--- config.mk ---
export PLATFORM = sky130hd
export DESIGN_NAME = sfir_tap_reader
export DESIGN_NICKNAME = d
export VERILOG_FILES = /design/src/rtl/sfir_pkg.sv /design/src/rtl/sfir_sample_ram.sv /design/src/rtl/sfir_tap_reader.sv
export SDC_FILE = /design/constraint.sdc
export NUM_CORES = 1
export LEC_CHECK = 0
export CORE_MARGIN = 10
export CORE_UTILIZATION = 64
export CTS_CLUSTER_DIAMETER = 200
export CTS_CLUSTER_SIZE = 12
export DETAILED_ROUTE_END_ITERATION = 12
export DONT_BUFFER_PORTS = 1
export PLACE_DENSITY = 0.8
export SLEW_MARGIN = 10
export SYNTH_ARGS = -nofsm -noshare
export SYNTH_HDL_FRONTEND = slang
export SYNTH_HIERARCHICAL = 1
export SYNTH_SLANG_ARGS = --single-unit
--- constraint.sdc ---
create_clock -name clk -period 6.23 [get_ports clk]
set_input_delay 1.246 -clock clk [delete_from_list [all_inputs] [get_ports clk]]
set_output_delay 1.246 -clock clk [all_outputs]
set_load 0.005 [all_outputs]
--- src/rtl/sfir_pkg.sv ---
`default_nettype none
// ============================================================================
//  Module      : sfir_pkg
//  Description : Shared types and width helpers for the symmetric-FIR
//                tap reader (sample buffer pointer and pair index widths,
//                reader state encoding).
//  Revision    : 1.0  initial release
// ============================================================================
package sfir_pkg;

  // Pointer into the circular sample buffer of depth 2*nbtap.
  function automatic int ptr_width(input int nbtap);
    return $clog2(2 * nbtap);
  endfunction

  // Index of a symmetric pair, 0..nbtap-1 (nbtap >= 2 keeps this >= 1 bit).
  function automatic int idx_width(input int nbtap);
    return $clog2(nbtap);
  endfunction

  // Reader states: waiting for a sample, or presenting the pair burst.
  typedef enum logic [0:0] {
    IDLE = 1'b0,
    EMIT = 1'b1
  } sfir_state_e;

endpackage : sfir_pkg
`default_nettype wire

--- src/rtl/sfir_sample_ram.sv ---
`default_nettype none
// ============================================================================
//  Module      : sfir_sample_ram
//  Description : 2*NBTAP x DSIZE circular sample store. One synchronous
//                write port, two asynchronous read ports (distributed RAM).
//                Contents are never reset; stale entries are masked by the
//                reader's fill count.
//  Revision    : 1.0  initial release
// ============================================================================
module sfir_sample_ram
  import sfir_pkg::*;
#(
  parameter int DSIZE = 16,
  parameter int NBTAP = 4
) (
  input  logic                          clk,
  input  logic                          we_i,
  input  logic [ptr_width(NBTAP)-1:0]   waddr_i,
  input  logic [DSIZE-1:0]              wdata_i,
  input  logic [ptr_width(NBTAP)-1:0]   raddr_a_i,
  output logic [DSIZE-1:0]              rdata_a_o,
  input  logic [ptr_width(NBTAP)-1:0]   raddr_b_i,
  output logic [DSIZE-1:0]              rdata_b_o
);

  localparam int DEPTH = 2 * NBTAP;

  logic [DSIZE-1:0] mem_q [DEPTH];

  // Write the accepted sample into its slot.
  always_ff @(posedge clk) begin
    if (we_i) begin
      mem_q[waddr_i] <= wdata_i;
    end
  end

  // Both taps of a pair are read combinationally in the same cycle.
  assign rdata_a_o = mem_q[raddr_a_i];
  assign rdata_b_o = mem_q[raddr_b_i];

endmodule : sfir_sample_ram
`default_nettype wire

--- src/rtl/sfir_tap_reader.sv ---
`default_nettype none
// ============================================================================
//  Module      : sfir_tap_reader
//  Description : Consumer-side reader of the symmetric FIR delay line.
//                Each accepted sample is stored in a circular buffer of
//                depth 2*NBTAP, then NBTAP symmetric pairs (age k and age
//                2*NBTAP-1-k) are presented with their full-precision sum,
//                one pair per handshake.
//  Revision    : 1.0  initial release
// ============================================================================
module sfir_tap_reader
  import sfir_pkg::*;
#(
  parameter int DSIZE = 16,
  parameter int NBTAP = 4
) (
  input  logic                        clk,
  input  logic                        rst,
  input  logic                        din_valid_i,
  output logic                        din_ready_o,
  input  logic [DSIZE-1:0]            datain_i,
  output logic                        pair_valid_o,
  input  logic                        pair_ready_i,
  output logic [DSIZE-1:0]            pair_a_o,
  output logic [DSIZE-1:0]            pair_b_o,
  output logic [DSIZE:0]              pair_sum_o,
  output logic [idx_width(NBTAP)-1:0] pair_idx_o,
  output logic                        pair_first_o,
  output logic                        pair_last_o
);

  localparam int DEPTH  = 2 * NBTAP;
  localparam int PTR_W  = ptr_width(NBTAP);
  localparam int IDX_W  = idx_width(NBTAP);
  localparam int FILL_W = $clog2(DEPTH + 1);

  localparam logic [IDX_W-1:0]  K_LAST   = IDX_W'(NBTAP - 1);
  localparam logic [PTR_W-1:0]  WP_LAST  = PTR_W'(DEPTH - 1);
  localparam logic [PTR_W-1:0]  AGE_MAX  = PTR_W'(DEPTH - 1);
  localparam logic [FILL_W-1:0] FILL_MAX = FILL_W'(DEPTH);

  // Buffer slot holding the sample of the given age, modulo DEPTH.
  // DEPTH need not be a power of two, so the wrap is done by compare.
  function automatic logic [PTR_W-1:0] age_addr(input logic [PTR_W-1:0] wp,
                                                 input logic [PTR_W-1:0] age);
    if (wp >= age) begin
      return wp - age;
    end
    return PTR_W'({1'b0, wp} + (PTR_W+1)'(DEPTH) - {1'b0, age});
  endfunction

  sfir_state_e        state_q, state_d;
  logic [IDX_W-1:0]   k_q, k_d;
  logic [PTR_W-1:0]   wp_q, wp_d;
  logic [FILL_W-1:0]  fill_q, fill_d;
  logic               load_d;

  logic [DSIZE-1:0]   pair_a_q, pair_a_d;
  logic [DSIZE-1:0]   pair_b_q, pair_b_d;
  logic [DSIZE:0]     pair_sum_q, pair_sum_d;
  logic               pair_first_q, pair_first_d;
  logic               pair_last_q, pair_last_d;

  logic [PTR_W-1:0]   age_a, age_b;
  logic [PTR_W-1:0]   addr_a, addr_b;
  logic [DSIZE-1:0]   rd_a, rd_b;
  logic               ram_we;

  // The newest sample lands at wp on the accepting edge; wp only moves
  // once the whole burst has been consumed, so it stays age 0 meanwhile.
  assign ram_we = (state_q == IDLE) && din_valid_i && !rst;

  sfir_sample_ram #(
    .DSIZE (DSIZE),
    .NBTAP (NBTAP)
  ) u_ram (
    .clk       (clk),
    .we_i      (ram_we),
    .waddr_i   (wp_q),
    .wdata_i   (datain_i),
    .raddr_a_i (addr_a),
    .rdata_a_o (rd_a),
    .raddr_b_i (addr_b),
    .rdata_b_o (rd_b)
  );

  // State, pair index, write pointer and fill count.
  always_ff @(posedge clk) begin
    if (rst) begin
      state_q <= IDLE;
      k_q     <= '0;
      wp_q    <= '0;
      fill_q  <= '0;
    end else begin
      state_q <= state_d;
      k_q     <= k_d;
      wp_q    <= wp_d;
      fill_q  <= fill_d;
    end
  end

  // Next-state logic: accept one sample, then walk k through the pairs.
  always_comb begin
    state_d = state_q;
    k_d     = k_q;
    wp_d    = wp_q;
    fill_d  = fill_q;
    load_d  = 1'b0;
    case (state_q)
      IDLE: begin
        if (din_valid_i) begin
          state_d = EMIT;
          k_d     = '0;
          load_d  = 1'b1;
        end
      end
      EMIT: begin
        if (pair_ready_i) begin
          if (k_q == K_LAST) begin
            state_d = IDLE;
            wp_d    = (wp_q == WP_LAST) ? '0 : wp_q + PTR_W'(1);
            fill_d  = (fill_q == FILL_MAX) ? fill_q : fill_q + FILL_W'(1);
          end else begin
            k_d    = k_q + IDX_W'(1);
            load_d = 1'b1;
          end
        end
      end
      default: begin
        state_d = IDLE;
      end
    endcase
  end

  // Fetch and pre-add the taps of the pair that will be shown next.
  // fill_q excludes the sample of the current burst, so age j is live
  // when j <= fill_q.
  always_comb begin
    age_a    = PTR_W'(k_d);
    age_b    = AGE_MAX - PTR_W'(k_d);
    addr_a   = age_addr(wp_q, age_a);
    addr_b   = age_addr(wp_q, age_b);
    pair_a_d = '0;
    pair_b_d = '0;
    if (state_q == IDLE) begin
      // Age 0 on the accepting edge is not in the RAM yet: bypass it.
      pair_a_d = datain_i;
    end else if (int'(age_a) <= int'(fill_q)) begin
      pair_a_d = rd_a;
    end
    if (int'(age_b) <= int'(fill_q)) begin
      pair_b_d = rd_b;
    end
    pair_sum_d   = {pair_a_d[DSIZE-1], pair_a_d} + {pair_b_d[DSIZE-1], pair_b_d};
    pair_first_d = (k_d == '0);
    pair_last_d  = (k_d == K_LAST);
  end

  // Registered pair outputs; held stable while the consumer stalls.
  always_ff @(posedge clk) begin
    if (rst) begin
      pair_a_q     <= '0;
      pair_b_q     <= '0;
      pair_sum_q   <= '0;
      pair_first_q <= 1'b0;
      pair_last_q  <= 1'b0;
    end else if (load_d) begin
      pair_a_q     <= pair_a_d;
      pair_b_q     <= pair_b_d;
      pair_sum_q   <= pair_sum_d;
      pair_first_q <= pair_first_d;
      pair_last_q  <= pair_last_d;
    end
  end

  assign din_ready_o  = (state_q == IDLE) && !rst;
  assign pair_valid_o = (state_q == EMIT);
  assign pair_a_o     = pair_a_q;
  assign pair_b_o     = pair_b_q;
  assign pair_sum_o   = pair_sum_q;
  assign pair_idx_o   = k_q;
  assign pair_first_o = pair_first_q;
  assign pair_last_o  = pair_last_q;

endmodule : sfir_tap_reader
`default_nettype wire
* Yosys cells after proc, flatten, opt, wreduce, memory -nomap -nowiden
Memories as Yosys holds them, arrays and structs flattened.
Cells that the tools add are included.
** Storage, ports and cells
- Output and inout bits :: 55
- Register bits :: 61
- Memories :: 1
- RAM bits :: 128
** Memories
- u_ram.mem_q :: words 8, width 16, read ports 2, clocked after memory_dff 0, wr ports 1, line sfir_sample_ram.sv:28 : logic [DSIZE-1:0] mem_q [DEPTH];
** Cells by class
- Eq/ne operators :: 4
- Bitwise gates (word level) :: 2
- Mux-type cells :: 22
- Add/sub/neg operators :: 10
- Magnitude comparators :: 4
- Reduce and logical (&&, ||, !) cells :: 7
** Operators by type and width (count)
- 16-bit two-way mux :: 3
- 16-bit by 16-bit adder with 17-bit output :: 1
- 3-bit two-way mux :: 5
- 1-bit two-way mux :: 8
- 3-bit by 1-bit adder with 3-bit output, second input constant :: 2
- 2-bit two-way mux :: 3
- 3-bit by 2-bit subtractor with 3-bit output :: 2
- 3-bit subtractor :: 2
- 4-bit by 1-bit adder with 4-bit output, second input constant :: 1
- 2-bit == test, second input constant :: 2
- 4-bit == test, second input constant :: 1
- 2-bit by 4-bit <= comparator with 1-bit output :: 1
- 3-bit by 4-bit <= comparator with 1-bit output :: 1
- 1-bit case mux with 2 select lines :: 2
- 2-bit case mux with 2 select lines :: 1
- 4-bit AND reduction :: 1
- 3-bit == test, second input constant :: 1
- 3-bit by 2-bit greater-or-equal comparator with 1-bit output :: 1
- 3-bit greater-or-equal comparator :: 1
- 1-bit logical AND :: 3
- 3-bit AND reduction :: 1
- 3-bit by 2-bit subtractor with 3-bit output, first input constant :: 1
- 2-bit by 1-bit adder with 2-bit output, second input constant :: 1
- 2-bit logical NOT :: 1
- other kinds (2) :: 3

* Depth between registers and ports, before layout
Gate-level depths: netlist of the first run.
An unclocked memory read counts as a cell.
- Word-level depth :: 11
- Depth in mapped cells :: 18
- Mapped depth without buffers :: 16

* Modules after synthesis
Netlist of the first run, hierarchy kept.
** Modules (own cells, without submodules)
- sfir_sample_ram :: instances 1, cells each 255, area each 6044.5 sq um
- sfir_tap_reader :: instances 1, cells each 423, area each 3609.7 sq um

* Worst setup path after synthesis of the first run
OpenSTA, ideal clock, no wires.
- Path kind :: input port to flip-flop
- Start point :: input port din_valid_i
- End point :: register pair_sum_q[10] (netlist: pair_sum_o[10])
- Library setup time :: 121 ps
- Data arrival time :: 5338 ps
- Cell stages on the path :: 17
- Required time :: 6109 ps
- Path slack :: 771 ps
- Buffers on the path :: 1
- Cells stage by stage :: and2b_2 nor3_4 ha_1 inv_1 fa_1 xnor2_1 buf_1 mux4_2 mux2_2 a22o_4 ha_1 fa_1 a21o_1 a311o_1 a31oi_1 xor2_1 o21ai_0
** Between the ends
- Cells in the longest elaborated chain, start to end :: 9
** Ends and longest elaborated chain
- from (decl) :: line sfir_tap_reader.sv:19 : input logic din_valid_i,
- 2-bit two-way mux * :: line sfir_tap_reader.sv:111 : if (din_valid_i) begin
- 2-bit case mux with 2 select lines * :: line sfir_tap_reader.sv:109 : case (state_q)
- 3-bit by 2-bit subtractor with 3-bit output / 3-bit by 2-bit greater-or-equal comparator with 1-bit output (equally long branches) :: line sfir_tap_reader.sv:47, sfir_tap_reader.sv:46
- 3-bit two-way mux / 1-bit two-way mux (equally long branches) :: line sfir_tap_reader.sv:46 : if (wp >= age) begin
- 3-bit two-way mux * :: line sfir_tap_reader.sv:49 : return PTR_W'({1'b0, wp} + (PTR_W+1)'(DEPTH) - {1'b0, age});
- net addr_a[2] :: line sfir_tap_reader.sv:65 : logic [PTR_W-1:0] addr_a, addr_b;
- memory read 8 x 16 bit *
- net rd_a[0] :: line sfir_tap_reader.sv:66 : logic [DSIZE-1:0] rd_a, rd_b;
- 16-bit two-way mux * :: line sfir_tap_reader.sv:148 : end else if (int'(age_a) <= int'(fill_q)) begin
- 16-bit two-way mux * :: line sfir_tap_reader.sv:145 : if (state_q == IDLE) begin
- net pair_a_d[0] :: line sfir_tap_reader.sv:58 : logic [DSIZE-1:0] pair_a_q, pair_a_d;
- 16-bit by 16-bit adder with 17-bit output * :: line sfir_tap_reader.sv:154 : pair_sum_d = {pair_a_d[DSIZE-1], pair_a_d} + {pair_b_d[DSIZE-1], pair_b_d};
- to (signal assigned) :: line sfir_tap_reader.sv:170 : pair_sum_q <= pair_sum_d;
- to (decl) :: line sfir_tap_reader.sv:60 : logic [DSIZE:0] pair_sum_q, pair_sum_d;
Mark *: on every way through the listed nets, which the timed path passes. The rest lies on a longest branch. The select of a mux whose other input is x is not followed.
A chain may end at the register's enable or synchronous reset.

* Worst setup path in the final report of the first run
- Start point :: input port din_valid_i
- End point :: register pair_sum_q[12] (netlist: pair_sum_o[12])
** Between the ends
- Cells in the longest elaborated chain, start to end :: 9
** Ends and longest elaborated chain
- 2-bit two-way mux * :: line sfir_tap_reader.sv:111
- 2-bit case mux with 2 select lines * :: line sfir_tap_reader.sv:109
- 3-bit by 2-bit subtractor with 3-bit output * :: line sfir_tap_reader.sv:140 : age_b = AGE_MAX - PTR_W'(k_d);
- 3-bit subtractor / 3-bit greater-or-equal comparator (equally long branches) :: line sfir_tap_reader.sv:47, sfir_tap_reader.sv:46
- 3-bit two-way mux / 1-bit two-way mux (equally long branches) :: line sfir_tap_reader.sv:46
- 3-bit two-way mux * :: line sfir_tap_reader.sv:49
- net addr_b[0] :: line sfir_tap_reader.sv:65
- memory read 8 x 16 bit *
- 16-bit two-way mux * :: line sfir_tap_reader.sv:151 : if (int'(age_b) <= int'(fill_q)) begin
- 16-bit by 16-bit adder with 17-bit output * :: line sfir_tap_reader.sv:154
Marks and branches as above.

==> results.toml, run 1 <==
[run_status]
status = "complete, no violations"

[timing]
post-route-min-period_ns = 5.41
timing_hold_violations_final = 0
relSlewSlack_pct = 18.2
setup_violations = 0
finalMaxSlewViolations = 0
rsz0062_at_grt = "false"
max_freq_mhz = 185
max_slew.worst_pin.slew_ns = 1.23
final.setup.tns_ns = 0
finClkSkew_ns = 0.00996
fin_crit_sh_pct = 86.8

[critical_path]
required_ns = 6.61
startpoint_type = "input port"
slowest_stage = "mux4_1"
crit_top_cell = "ha_1"
r2r_start = "pair_valid_o"
ff2ff_path_depth = 14
cp_cell_sequence = "and2b_2 -> nor3_4 -> ha_1 -> inv_1 -> buf_4 -> mux4_1 -> mux2_2 -> a22o_2 -> ha_1 -> a211oi_1 -> o21ai_0 -> a2111oi_0 -> mux2i_1 -> nand2_1"
max_stage_delay_ns = 0.57
arrival_ns = 5.79
crit_type = "in -> reg"
crit_fanout = 12
rr_endpoint = "pair_sum_o[12]"
startpoint = "din_valid_i"
crit_path_end_kind = "register"
reg2reg_slack_ns = 0.83

[power_and_ir_drop]
power_leakage_nw = 3.69
pwr-share-seq_pct = 49.9
p_sw_share_pct = 24.3
clkPwrFrac_pct = 39.9
powerDensity_nw_per_um2 = 267
p_int_mw = 2.10
irDropWorstVdd_mv = 0.190
p_sw_mw = 0.675
combPwrFrac_pct = 10.2

[place]
port_buffers = 0
place_area_um2 = 9810
dp_hpwl_mm = 15.2
gp_congestion = 0.969

[floorplanning]
num_rows = 44
die-area_um2 = 20400
die_y_um = 143
initial_core_util_pct = 65.9
fp.dieW_um = 143
ioPinCount = 75
fp.coreArea_um2 = 14600

[clock_tree]
clockBufferDepth = 2
cts_max_level = 4
numCtsBuffers = 17
clk_latency_ns = 0.44
clk_pin_slew_worst_paths_ns = 0.07
cts-resized-gates = 0
postCtsSetupBuffers = 0
tritoncts = "built"
clockRootBuffer = "clkbuf_16"
postCtsHoldBufs = 0
clock_sinks = 189

[global_route]
antenna_found_initial = 0
grt_pass1_vias = 5841
grt_pass1_wl_mm = 34.6
grt_max_degree = 52
overflow = 0
grt_util_all_layers_pct = 22.5

[synth]
synth_top_family_by_area = "multiplexers"
synthAdderAreaFrac_pct = 3.73
syn_avg_cell_area_um2 = 14.2
synth_edf_count = 128
synthXorXnorAreaFrac_pct = 0.998
yosysTopAreaCell = "edfxtp_1"
synth_area_leaders = "edfxtp_1 (40%), mux4_1 (15%), dfxtp_1 (13%)"
synth_top_area_share_pct = 39.8
ys_async_sr_fraction_pct = 0
synth_fp_nets = 725
ys_ff_latch = 189
yosys_warnings = 6
synthSimpleGateAreaFrac_pct = 7.98
synthFlopType = "edfxtp_1"
synth_cell_types = 62
syn_inst = 678
yosysSeqAreaShare_pct = 52.5
synthMuxAreaShare_pct = 21.2
synth_compound_area_share_pct = 10.6
syn_area_um2 = 9650

[run]
maxCapViolCount = 0

[min_path]
hp-start = "pair_b_o[12]"
hold_path.class = "reg -> reg"
whs_endpoint = "pair_b_o[12]"
holdPathStages = 2

[drt]
drt_iter0_drc = 549
drc_errors = 0
first_pass_iters = 5
vias = 6091
routed_via_density = 7.05
finalWirelength_mm = 22.7
ant_nets = 0
avgRoutedWirePerCell_um = 26.3

[finish]
fin_area_um2 = 10400
drive_gt1_share_pct = 18.2
nets = 714
antenna_cells = 0
area_growth_pct = 7.89
-- power by group through the flow --
stage	Clock (mW)	Sequential (mW)	Combinational (mW)
2_1_floorplan	0	1.41	0.225
3_3_place_gp	0	1.42	0.270
3_5_place_dp	0	1.42	0.276
4_1_cts	1.12	1.39	0.278
5_1_grt	1.17	1.39	0.302
6_report	1.11	1.39	0.283
-- worst max-delay path by stage --
| stage | end | cells past startpoint |
|---|---|---|
| 3_3_place_gp | pair_sum_o[14] | 14 |
| 4_1_cts | pair_sum_o[12] | 14 |
| 2_1_floorplan | pair_sum_o[10] | 17 |
| 3_5_place_dp | pair_sum_o[12] | 14 |
| 5_1_grt | pair_sum_o[12] | 14 |
| 6_report | pair_sum_o[12] | 14 |
-- flip-flops by register name, indices dropped and copies added (netlist names) --
signal,cells
u_ram/mem_q,128
pair_sum_o,17
pair_a_o,16
pair_b_o,16
fill_q,4
wp_q,3
pair_idx_o,2
pair_first_o,1
pair_last_o,1
pair_valid_o,1
-- cell usage in the layout, fill, tap and decap left out, types with 8 or more instances in the layout --
cell type / n
a211oi_1: 8
a21oi_1: 38
a22o_2: 15
and2_1: 18
buf_4: 11
clkbuf_16: 17
dfxtp_1: 61
edfxtp_1: 128
ha_1: 24
inv_1: 14
mux2_2: 32
mux4_1: 56
mux4_2: 8
nand2_1: 44
nand3_1: 22
nor2_1: 22
nor3_1: 8
o21ai_0: 29
o21ba_1: 10
-- cell type report --
class,count,area [um^2]
well taps,184,230
clock buffers,18,429
fillers,894,4230
flip-flops and latches,189,5060
repair buffers,12,103
multi-input cells,432,4360
inverters,15,58.8
clock inverters,14,174
-- metal layers --
layer	GRT usage [%]	up-vias	part of all wire (%)
met2	35.6	314	48
met1	28.8	3049	40
met3	7.46	33	10
met5	0	-	0
met4	7.00	0	1.7
li1	-	2695	-
-- through the flow --
step                utilization [%]  std cells  hold WS (ns)  worst slack (ns)  total power, mW
floorplan                         -        678         0.448             0.771             1.63
global placement               67.0        832         0.462             0.592             1.69
detailed placement             67.0        832         0.468             0.478             1.69
CTS                            71.1        864         0.476             0.890             2.79
global route                   71.1        864         0.496             0.636             2.87
finish                         71.1        864         0.474             0.823             2.78
-- synth_stat cells, types with 3 or more instances --
| cell | n |
|---|---|
| o211ai_1 | 4 |
| a21oi_1 | 38 |
| fa_1 | 3 |
| edfxtp_1 | 128 |
| a22o_2 | 15 |
| a31oi_1 | 7 |
| nor4_1 | 3 |
| nor3_1 | 10 |
| buf_1 | 9 |
| xnor2_1 | 6 |
| o31ai_1 | 3 |
| nand2b_1 | 4 |
| o21ba_2 | 6 |
| buf_6 | 10 |
| o21ai_0 | 29 |
| mux2i_1 | 3 |
| nand2_1 | 44 |
| clkbuf_1 | 16 |
| nand4_1 | 4 |
| xor2_1 | 5 |
| dfxtp_1 | 61 |
| and2_1 | 18 |
| nand3_1 | 22 |
| and4_1 | 3 |
| clkbuf_2 | 3 |
| mux4_2 | 8 |
| buf_2 | 4 |
| mux2_2 | 32 |
| mux4_1 | 56 |
| o21ba_1 | 10 |
| a211oi_1 | 8 |
| inv_1 | 14 |
| and3_1 | 3 |
| nor2_1 | 28 |
| a21o_1 | 5 |
| ha_1 | 24 |
-- worst max-delay path, delay by kind of cell --
kind | cells | cell delay, ns
compound gates | 4 | 1.26
mux | 3 | 1.02
buf+inv | 2 | 0.90
fa+ha+maj | 2 | 0.70
simple gates | 3 | 0.66
-- cells by family (layout without fill, tap and decap cells) --
family / after synthesis / after routing
XOR/XNOR: 11 / 11
AO/OA/AOI/OAI: 143 / 143
flip-flops: 189 / 189
multiplexers: 99 / 99
adder cells (fa/ha/maj): 27 / 27
buffers and inverters: 57 / 59
AND/OR/NAND/NOR: 152 / 152
Power figures use the tool's default switching activity.
==> run 2, diff against run 1 <==
CTS_CLUSTER_DIAMETER = not set   (was 200)
==> results of run 2 <==
Same layout as run 1: the final DEF is identical, and so are final timing and power.
==> run 3, diff against run 2 <==
ABC_AREA = 1   (was not set)
CORE_UTILIZATION = 65   (was 64)
PLACE_DENSITY = 0.81   (was 0.8)
clock period = 5.53 ns   (was 6.23 ns; I/O delays follow)
==> run 3 against run 2 <==
- hold slack gained 0.024 ns
- critical path depth increased by 10
- design area increased by 11%
- largest power group unchanged
==> results.toml, run 3 <==
[run_status]
status = "complete, no violations"

[power_and_ir_drop]
combPwrFrac_pct = 15.4
clkPwrFrac_pct = 37.4
p_int_mw = 2.40
power_leakage_nw = 6.08
p_sw_mw = 0.949
irDropWorstVdd_mv = 0.224
powerDensity_nw_per_um2 = 289
p_sw_share_pct = 28.3
pwr-share-seq_pct = 47.2

[clock_tree]
clockBufferDepth = 2
postCtsHoldBufs = 0
tritoncts = "built"
numCtsBuffers = 17
clock_sinks = 189
cts-resized-gates = 0
clk_pin_slew_worst_paths_ns = 0.07
cts_max_level = 4
clockRootBuffer = "clkbuf_16"
clk_latency_ns = 0.44
postCtsSetupBuffers = 0

[floorplanning]
num_rows = 47
die_y_um = 150
die-area_um2 = 22400
fp.coreArea_um2 = 16500
initial_core_util_pct = 66.2
fp.dieW_um = 150
ioPinCount = 75

[finish]
area_growth_pct = 5.86
regMostFlops = "u_ram/mem_q"
drive_gt1_share_pct = 5.67
final_cell_mix = "nand2_1 (581), inv_1 (264), nand3_1 (175), edfxtp_1 (128), dfxtp_1 (61)"
antenna_cells = 0
nets = 1515
final_common_cell = "nand2_1"
post-route-util_pct = 70.0
largest_reg_flops = 128

[drt]
finalWirelength_mm = 28.8
top_layer = "met4"
ant_nets = 0
vias = 9527
drc_errors = 0
routed-wl-met3_mm = 3.03
wl_met2_mm = 13.6
first_pass_iters = 8
drt_iter0_drc = 982
avgRoutedWirePerCell_um = 16.9
routed_via_density = 5.60
drt-met1-wl_mm = 11.1

[synth]
synth_cell_types = 34
yosysTopAreaCell = "edfxtp_1"
syn_avg_cell_area_um2 = 7.34
synth_fp_nets = 1536
synth_edf_count = 128
synth_most_common_cell = "nand2_1"
ys_ff_latch = 189
synth_common_cells = "nand2_1 (581), inv_1 (265), nand3_1 (175)"
yosys_warnings = 6
synth_top_area_share_pct = 35.2
syn_area_um2 = 10900
syn_inst = 1489
synth_area_leaders = "edfxtp_1 (35%), nand2_1 (20%), dfxtp_1 (11%)"
synthFlopType = "edfxtp_1"
yosysSeqAreaShare_pct = 46.3
ys_async_sr_fraction_pct = 0

[timing]
fin_crit_sh_pct = 86.2
post-route-min-period_ns = 4.77
max_freq_mhz = 210
setup_violations = 0
relSlewSlack_pct = 32.5
rsz0062_at_grt = "false"
finalMaxSlewViolations = 0
final.setup.tns_ns = 0
timing_hold_violations_final = 0
finClkSkew_ns = 0.00934
max_slew.worst_pin.slew_ns = 1.01

[critical_path]
startpoint_type = "input port"
arrival_ns = 5.10
rr_endpoint = "pair_sum_o[10]"
crit_path_end_kind = "register"
r2r_start = "pair_valid_o"
ff2ff_path_depth = 23
crit_fanout = 11
crit_type = "in -> reg"
reg2reg_slack_ns = 0.92
required_ns = 5.86

[global_route]
overflow = 0
antenna_found_initial = 0
grt_util_all_layers_pct = 25.4
grt_max_degree = 85
grt_pass1_wl_mm = 45.2
grt_pass1_vias = 9030

[min_path]
holdPathStages = 2
whs_endpoint = "pair_first_o"
hold_path.class = "reg -> reg"
hp-start = "pair_first_o"

[place]
port_buffers = 0
dp_hpwl_mm = 18.6
gp_congestion = 0.997

[run]
maxCapViolCount = 0
[run 3: area by class of cell]
cell class | instances | area (um^2)
clock buffer | 19 | 464
clock inverter | 13 | 140
fill | 1353 | 4950
inverter | 270 | 1020
multi-input combinational | 963 | 4380
sequential | 189 | 5060
tap | 220 | 275
timing repair buffer | 27 | 228
[run 3: kinds of logic after synthesis]
group / synth area share [%]
compound gates: 5.62
xor+xnor: 0.561
flops: 46.3
fa+ha+maj: 3.30
simple gates: 30.6
buf+inv: 13.6
[run 3: stage by stage]
stage | cell area [um^2] | total power, mW | cells | worst slack [ns] | hold slack [ns]
2_1_floorplan | 10900 | 2.01 | 1489 | 1.17 | 0.456
3_3_place_gp | 11000 | 2.10 | 1669 | 0.428 | 0.487
3_5_place_dp | 11000 | 2.11 | 1669 | 0.395 | 0.486
4_1_cts | 11600 | 3.35 | 1701 | 0.812 | 0.498
5_1_grt | 11600 | 3.47 | 1701 | 0.337 | 0.532
6_report | 11600 | 3.35 | 1701 | 0.762 | 0.498
[run 3: worst max path at each step]
stage | startpoint | endpoint | depth (start not counted)
after global placement | din_valid_i | pair_sum_o[10] | 24
after detailed placement | din_valid_i | pair_sum_o[10] | 24
after global routing | din_valid_i | pair_sum_o[14] | 26
final | din_valid_i | pair_sum_o[10] | 24
after floorplan | din_valid_i | pair_sum_o[14] | 28
after CTS | din_valid_i | pair_sum_o[8] | 25
[run 3: metal layers]
metal | track usage, % | vias to the layer above
met1 | 31.8 | 4320
met4 | 12.2 | 0
met3 | 4.53 | 90
li1 | - | 4587
met5 | 0 | -
met2 | 41.7 | 530
[run 3: worst max-delay path: stages]
cell and delay, ns:
inv_1 0.09, nor2_1 0.08, o21ai_0 0.49, inv_1 0.20, fa_1 0.54, inv_1 0.37
buf_4 0.30, nand3_1 0.09, nand2_1 0.07, nand2_1 0.05, nand2_1 0.13, nand2_1 0.07
inv_1 0.07, nand2_2 0.05, nand2_1 0.07, ha_1 0.27, a21oi_1 0.30, o21ai_0 0.18
nand2_1 0.14, nand3_1 0.07, nand2_1 0.07, nand2_1 0.09, o21bai_1 0.14, inv_1 0.05
[run 3: power by group through the flow]
stage	sequential, mW	combinational (mW)	clock (mW)
5_1_grt	1.58	0.571	1.32
6_report	1.58	0.515	1.25
3_3_place_gp	1.61	0.489	0
3_5_place_dp	1.61	0.496	0
4_1_cts	1.58	0.502	1.26
2_1_floorplan	1.60	0.406	0
